<file path="src/rtl/usb_tx_packet_engine.sv">
// USB full-speed TX: SYNC, PID, payload, optional CRC16, bit stuffing, NRZI, EOP onto registered D+/D-.
// One USB bit per CLKS_PER_BIT clks; payload popped from an FWFT FIFO one byte at a time; an empty FIFO ends the packet early.
module usb_tx_packet_engine #(
    parameter int CLKS_PER_BIT = 8,
    parameter int STUFF_LEN    = 6,
    parameter int MAX_BYTES    = 64,
    parameter int EOP_SE0_BITS = 2,
    parameter int LEN_W        = $clog2(MAX_BYTES + 1)
) (
    input  logic             clk,
    input  logic             N_reset,
    input  logic             tx_start,
    input  logic [7:0]       tx_pid,
    input  logic [LEN_W-1:0] tx_len,
    input  logic             crc_en,
    input  logic [7:0]       tx_data,
    input  logic             tx_valid,
    output logic             tx_ready,
    output logic             busy,
    output logic             done,
    output logic             err_underrun,
    output logic             D_Plus_Out,
    output logic             D_Minus_Out
);
    localparam int CNT_W  = (CLKS_PER_BIT > 1) ? $clog2(CLKS_PER_BIT) : 1;
    localparam int ONES_W = $clog2(STUFF_LEN + 1);
    localparam logic [CNT_W-1:0]  CNT_LAST  = CNT_W'(CLKS_PER_BIT - 1);
    localparam logic [ONES_W-1:0] STUFF_AT  = ONES_W'(STUFF_LEN);
    localparam logic [4:0]        EOP_LAST  = 5'(EOP_SE0_BITS);
    localparam logic [LEN_W-1:0]  LEN_MAX   = LEN_W'(MAX_BYTES);
    localparam logic [7:0]        SYNC_BYTE = 8'h80;

    typedef enum logic [2:0] {S_IDLE, S_SYNC, S_PID, S_DATA, S_CRC, S_EOP} state_t;

    state_t            state, state_n;
    logic [CNT_W-1:0]  cnt, cnt_n;
    logic [4:0]        bit_cnt, bit_cnt_n;
    logic [15:0]       sr, sr_n;
    logic [ONES_W-1:0] ones, ones_n;
    logic [LEN_W-1:0]  bytes_left, bytes_n;
    logic [15:0]       crc, crc_n;
    logic [7:0]        pid_q, pid_n;
    logic              crc_en_q, crc_en_n;
    logic              nrzi_j, nrzi_n;
    logic              dp_q, dp_n, dm_q, dm_n;
    logic              busy_n, done_n, ready_n, urun_n;
    logic              strobe, stuff_due, field_last;
    logic              emit, emit_bit, emit_cnt, emit_crc, go_eop;

    assign strobe     = (state != S_IDLE) && (cnt == CNT_LAST);
    assign stuff_due  = ((state == S_PID) || (state == S_DATA) || (state == S_CRC)) && (ones == STUFF_AT);
    assign field_last = (state == S_CRC) ? (bit_cnt == 5'd15) : (bit_cnt == 5'd7);

    assign D_Plus_Out  = dp_q;
    assign D_Minus_Out = dm_q;

    always_comb begin
        state_n   = state;
        bit_cnt_n = bit_cnt;
        sr_n      = sr;
        ones_n    = ones;
        bytes_n   = bytes_left;
        crc_n     = crc;
        pid_n     = pid_q;
        crc_en_n  = crc_en_q;
        nrzi_n    = nrzi_j;
        dp_n      = dp_q;
        dm_n      = dm_q;
        busy_n    = busy;
        done_n    = 1'b0;
        ready_n   = 1'b0;
        urun_n    = 1'b0;
        emit      = 1'b0;
        emit_bit  = 1'b0;
        emit_cnt  = 1'b0;
        emit_crc  = 1'b0;
        go_eop    = 1'b0;
        cnt_n     = (state == S_IDLE || strobe) ? '0 : cnt + CNT_W'(1);

        if (state == S_IDLE) begin
            // a start in the same cycle as done belongs to the packet just finished
            if (tx_start && !done) begin
                state_n   = S_SYNC;
                busy_n    = 1'b1;
                pid_n     = tx_pid;
                crc_en_n  = crc_en;
                bytes_n   = (tx_len > LEN_MAX) ? LEN_MAX : tx_len;
                bit_cnt_n = '0;
                sr_n      = {8'h00, SYNC_BYTE};
                crc_n     = 16'hFFFF;
                ones_n    = '0;
                emit      = 1'b1;
                emit_bit  = SYNC_BYTE[0];
            end
        end else if (strobe) begin
            if (stuff_due) begin
                emit     = 1'b1;
                emit_bit = 1'b0;
            end else if (state == S_EOP) begin
                if (bit_cnt == EOP_LAST) begin
                    state_n = S_IDLE;
                    busy_n  = 1'b0;
                    done_n  = 1'b1;
                end else begin
                    bit_cnt_n = bit_cnt + 5'd1;
                    if (bit_cnt_n == EOP_LAST) begin
                        dp_n = 1'b1;
                        dm_n = 1'b0;
                    end
                end
            end else if (!field_last) begin
                bit_cnt_n = bit_cnt + 5'd1;
                sr_n      = {1'b0, sr[15:1]};
                emit      = 1'b1;
                emit_bit  = sr[1];
                emit_cnt  = (state != S_SYNC);
                emit_crc  = (state == S_DATA);
            end else begin
                case (state)
                    S_SYNC: begin
                        state_n   = S_PID;
                        bit_cnt_n = '0;
                        sr_n      = {8'h00, pid_q};
                        emit      = 1'b1;
                        emit_bit  = pid_q[0];
                        emit_cnt  = 1'b1;
                    end
                    S_PID, S_DATA: begin
                        if (bytes_left != '0) begin
                            if (tx_valid) begin
                                state_n   = S_DATA;
                                bit_cnt_n = '0;
                                sr_n      = {8'h00, tx_data};
                                bytes_n   = bytes_left - LEN_W'(1);
                                ready_n   = 1'b1;
                                emit      = 1'b1;
                                emit_bit  = tx_data[0];
                                emit_cnt  = 1'b1;
                                emit_crc  = 1'b1;
                            end else begin
                                urun_n = 1'b1;
                                go_eop = 1'b1;
                            end
                        end else if (crc_en_q) begin
                            state_n   = S_CRC;
                            bit_cnt_n = '0;
                            sr_n      = ~crc;
                            emit      = 1'b1;
                            emit_bit  = ~crc[0];
                            emit_cnt  = 1'b1;
                        end else begin
                            go_eop = 1'b1;
                        end
                    end
                    default: go_eop = 1'b1;
                endcase
            end
        end

        if (go_eop) begin
            state_n   = S_EOP;
            bit_cnt_n = '0;
            dp_n      = 1'b0;
            dm_n      = 1'b0;
            nrzi_n    = 1'b1;
            ones_n    = '0;
        end

        // NRZI: a 0 toggles the line level, a 1 holds it
        if (emit) begin
            nrzi_n = emit_bit ? nrzi_j : ~nrzi_j;
            dp_n   = nrzi_n;
            dm_n   = ~nrzi_n;
            if (!emit_bit)
                ones_n = '0;
            else if (emit_cnt)
                ones_n = ones + ONES_W'(1);
        end

        if (emit_crc)
            crc_n = {1'b0, crc[15:1]} ^ (((crc[0] ^ emit_bit) != 1'b0) ? 16'hA001 : 16'h0000);
    end

    always_ff @(posedge clk or negedge N_reset) begin
        if (!N_reset) begin
            state        <= S_IDLE;
            cnt          <= '0;
            bit_cnt      <= '0;
            sr           <= '0;
            ones         <= '0;
            bytes_left   <= '0;
            crc          <= 16'hFFFF;
            pid_q        <= '0;
            crc_en_q     <= 1'b0;
            nrzi_j       <= 1'b1;
            dp_q         <= 1'b1;
            dm_q         <= 1'b0;
            busy         <= 1'b0;
            done         <= 1'b0;
            tx_ready     <= 1'b0;
            err_underrun <= 1'b0;
        end else begin
            state        <= state_n;
            cnt          <= cnt_n;
            bit_cnt      <= bit_cnt_n;
            sr           <= sr_n;
            ones         <= ones_n;
            bytes_left   <= bytes_n;
            crc          <= crc_n;
            pid_q        <= pid_n;
            crc_en_q     <= crc_en_n;
            nrzi_j       <= nrzi_n;
            dp_q         <= dp_n;
            dm_q         <= dm_n;
            busy         <= busy_n;
            done         <= done_n;
            tx_ready     <= ready_n;
            err_underrun <= urun_n;
        end
    end
endmodule

</file>
<file path="config.mk">
export PLATFORM = sky130hd
export DESIGN_NAME = usb_tx_packet_engine
export DESIGN_NICKNAME = d
export VERILOG_FILES = /design/src/rtl/usb_tx_packet_engine.sv
export SDC_FILE = /design/constraint.sdc
export NUM_CORES = 1
export LEC_CHECK = 0
export CORE_MARGIN = 2
export CORE_UTILIZATION = 55
export CTS_BUF_LIST = sky130_fd_sc_hd__clkbuf_8
export DETAILED_ROUTE_END_ITERATION = 16
export PLACE_DENSITY = 0.8
export SLEW_MARGIN = 20
export SYNTH_ARGS = -nofsm -noshare
export SYNTH_HDL_FRONTEND = slang
export SYNTH_SLANG_ARGS = --single-unit
</file>
<file path="constraint.sdc">
create_clock -name clk -period 2.6 [get_ports clk]
set_input_delay 0.52 -clock clk [delete_from_list [all_inputs] [get_ports clk]]
set_output_delay 0.52 -clock clk [all_outputs]
set_load 0.005 [all_outputs]
</file>
==> metrics <==
Pleak 1.954 nW; final cell area excluding filler cells 4437 sq um; Routed Antenna Nets 0; number of diodes 0; Crit path arrival time 2.69 ns; Worst Setup Start Kind flip-flop; DR vias/cell 5.855; cell taking the most area after synthesis dfrtp_1; Synth area leaders dfrtp_1 34%, dfstp_2 13%, nand2_1 8.4%, nor2_1 6.5%, o21ai_0 5.3%; post-synth cell types 48; number of global-route vias before repair 3153; Area Growth Syn to Fin 19.72%; drt drc 0; GR Util met3 0.04909; Reg2Reg Setup Slack 0.18 ns; DP Wirelength 6214 um; Clock transition at path regs 0.09 ns; total grt overflow 0; crit path kind flip-flop to flip-flop; Hold Violations, Final 0; routed vias 3355; RSZ-0062 raised after global routing false; CP Capture Type flip-flop; 1st-pass router iterations 6; Post-synth ARST share 1.000; busiest grt layer met2; Boundary Pins 34; Worst-Margin Slew 0.5549 ns; H-Tree Depth 3; Buf/Inv on CP 2; port bufs 33; Mapped Cells 445; final worst slack 0.1835 ns; Reg-to-Reg Start bytes_left[0]$_DFFE_PN0P_; Root Driver clkbuf_8; hold_ws 0.1428 ns; CTS sink count 68; total power 2.152 mW; Placed Area 4222 sq um; Yosys reg bits 68; Rel. slew slack 0.6301; Post-synth top flop dfrtp_1; Core Util, Final 0.6908; PD cells 485.0 nW/um^2; crit-path max FO 5; status finished clean; share of the synthesized area in the top cell type 0.3376; endpoints failing setup 0; Synthesis Warnings 0; drt total wl 8841 um; Max Transition Viols Final 0; global-route wire length before repair 15040 um; Synth Net Count 481; initial antenna violation count 0; r2r endpoint D_Plus_Out$_DFFE_PN1P_; min cycle time layout 2.417 ns; routability cong. 0.9946; GR Util met1 0.3712; Worst-Skew Late Latency 0.36 ns; Post-synth EDFFs 0; met2 usage 0.4017; TritonCTS clock tree yes; share of layout cells above drive strength 1 0.1431; placed cells 556; Max Freq 0.4138 GHz; Die Width 86.09 um; Total Routing Usage GR 0.2585; worst endpoint required time 2.88 ns; largest net degree at the start of global routing 47; reported max-cap violation count 0; core box area 6422 sq um; WL per Instance 15.43 um; NumNets Final 527; sequential fraction of the synthesis area 0.4652; period utilisation layout 0.9294; Num CTS Buffers 9; CP max-delay cell dfrtp_1; Hold Path Class input pin to async pin; worst ir drop on vdd 0.4364 mV; Cell Area, Synth 3706 sq um; Die Height 86.09 um; die area 7411 sq um; 1st-iter DRT viols 317; Fin Clk Skew 0.01619 ns; setup TNS 0 ns; Syn Area/Cell 8.328 sq um; Cell Rows 29; clk buf depth 2; Starting Density 0.5771; family with the most delay on the worst path simple AND/OR/NAND/NOR gates; Post-Layout Cell Count 573; Crit path largest cell delay 0.41 ns; crit-path cells inv_1, ha_1, nor4b_4, and2_2, a41oi_2, a221oi_4, buf_4, xnor2_1, nand2b_1, a21oi_1; pre-CTS WS 0.1183 ns; R2R cell count 10
==> registers in the layout, indices dropped and copies added, names as in the netlist <==
register and cells:
crc 16, sr 15, pid_q 8, bytes_left 7
bit_cnt 5, cnt 3, ones 3, state 3
D_Minus_Out 1, D_Plus_Out 1, busy 1, crc_en_q 1
done 1, err_underrun 1, nrzi_j 1, tx_ready 1
==> cell usage in the layout (no fill, tap or decap), drive strengths merged, types with 8 or more instances in the layout <==
master | netlist | routed
nand2 | 83 | 83
clkbuf | 16 | 9
o21ai | 52 | 52
dfrtp | 50 | 50
nor3 | 18 | 18
a21oi | 30 | 30
inv | 16 | 20
nor2 | 64 | 64
buf | 7 | 26
ha | 8 | 8
dfstp | 18 | 18
a211oi | 11 | 11
clkdlybuf4s50 | 0 | 32
==> synthesized netlist by cell type (all sizes together), types with 4 or more instances <==
cell type and count:
nand2 83, nor2 64, o21ai 52, dfrtp 50, a21oi 30, dfstp 18
nor3 18, clkbuf 16, inv 16, a211oi 11, ha 8, buf 7
a31oi 6, nand2b 5, nand3b 5, nand3 4, xor2 4
==> power breakdown <==
group          leakage [nW]  switching [mW]  internal [mW]
Clock                0.0973           0.449          0.456
Sequential            0.783          0.0227           1.09
Combinational          1.07          0.0665         0.0677
==> worst reg2reg max path: stages, from the launching register on <==
cell	delay [ns]
dfrtp_1	0.41
inv_1	0.06
ha_1	0.21
nor4b_4	0.32
and2_2	0.28
a41oi_2	0.18
a221oi_4	0.35
buf_4	0.18
xnor2_1	0.13
nand2b_1	0.08
a21oi_1	0.15
==> worst max-delay path by stage <==
stage	to	cells after the start	from	slack [ns]
after CTS	D_Plus_Out$_DFFE_PN1P_	10	bytes_left[0]$_DFFE_PN0P_	0.14
after global placement	D_Plus_Out$_DFFE_PN1P_	9	tx_valid	0.17
final	D_Plus_Out$_DFFE_PN1P_	10	bytes_left[0]$_DFFE_PN0P_	0.18
after floorplan	crc[0]$_DFFE_PN1P_	10	bytes_left[0]$_DFFE_PN0P_	0.37
after global routing	D_Plus_Out$_DFFE_PN1P_	10	bytes_left[0]$_DFFE_PN0P_	0.02
after detailed placement	D_Plus_Out$_DFFE_PN1P_	9	tx_valid	0.12
==> layout make-up <==
type	instances	area, sq um
timing repair buffer	58	525.5
clock inverter	7	80.08
fill	516	1986
sequential	68	1724
multi-input combinational	338	1827
inverter	16	60.06
clock buffer	9	123.9
tap	77	96.34
==> what timing repair did <==
action,4_1_cts,5_1_grt
hold buffers,0,0
buffers inserted,0,1
endpoints found under the setup margin,0,2
resized for setup,0,2
==> metal layers <==
metal,vias to the layer above,share of wire
met1,1577,0.46
li1,1625,-
met2,136,0.46
met4,0,0.012
met5,-,0
met3,17,0.066
==> kinds of logic (layout without fill, tap and decap cells) <==
group / after synthesis / after routing / share of synthesized area
buffers and inverters: 39 / 90 / 0.04288
xor gates and xnor gates: 7 / 7 / 0.01654
muxes: 1 / 1 / 0.003038
AOI/OAI and AO/OA: 125 / 125 / 0.2049
adders and majority gates: 8 / 8 / 0.02701
and+or+nand+nor: 197 / 197 / 0.2404
DFF: 68 / 68 / 0.4652
No activity file was read; power rests on OpenSTA's default activity.
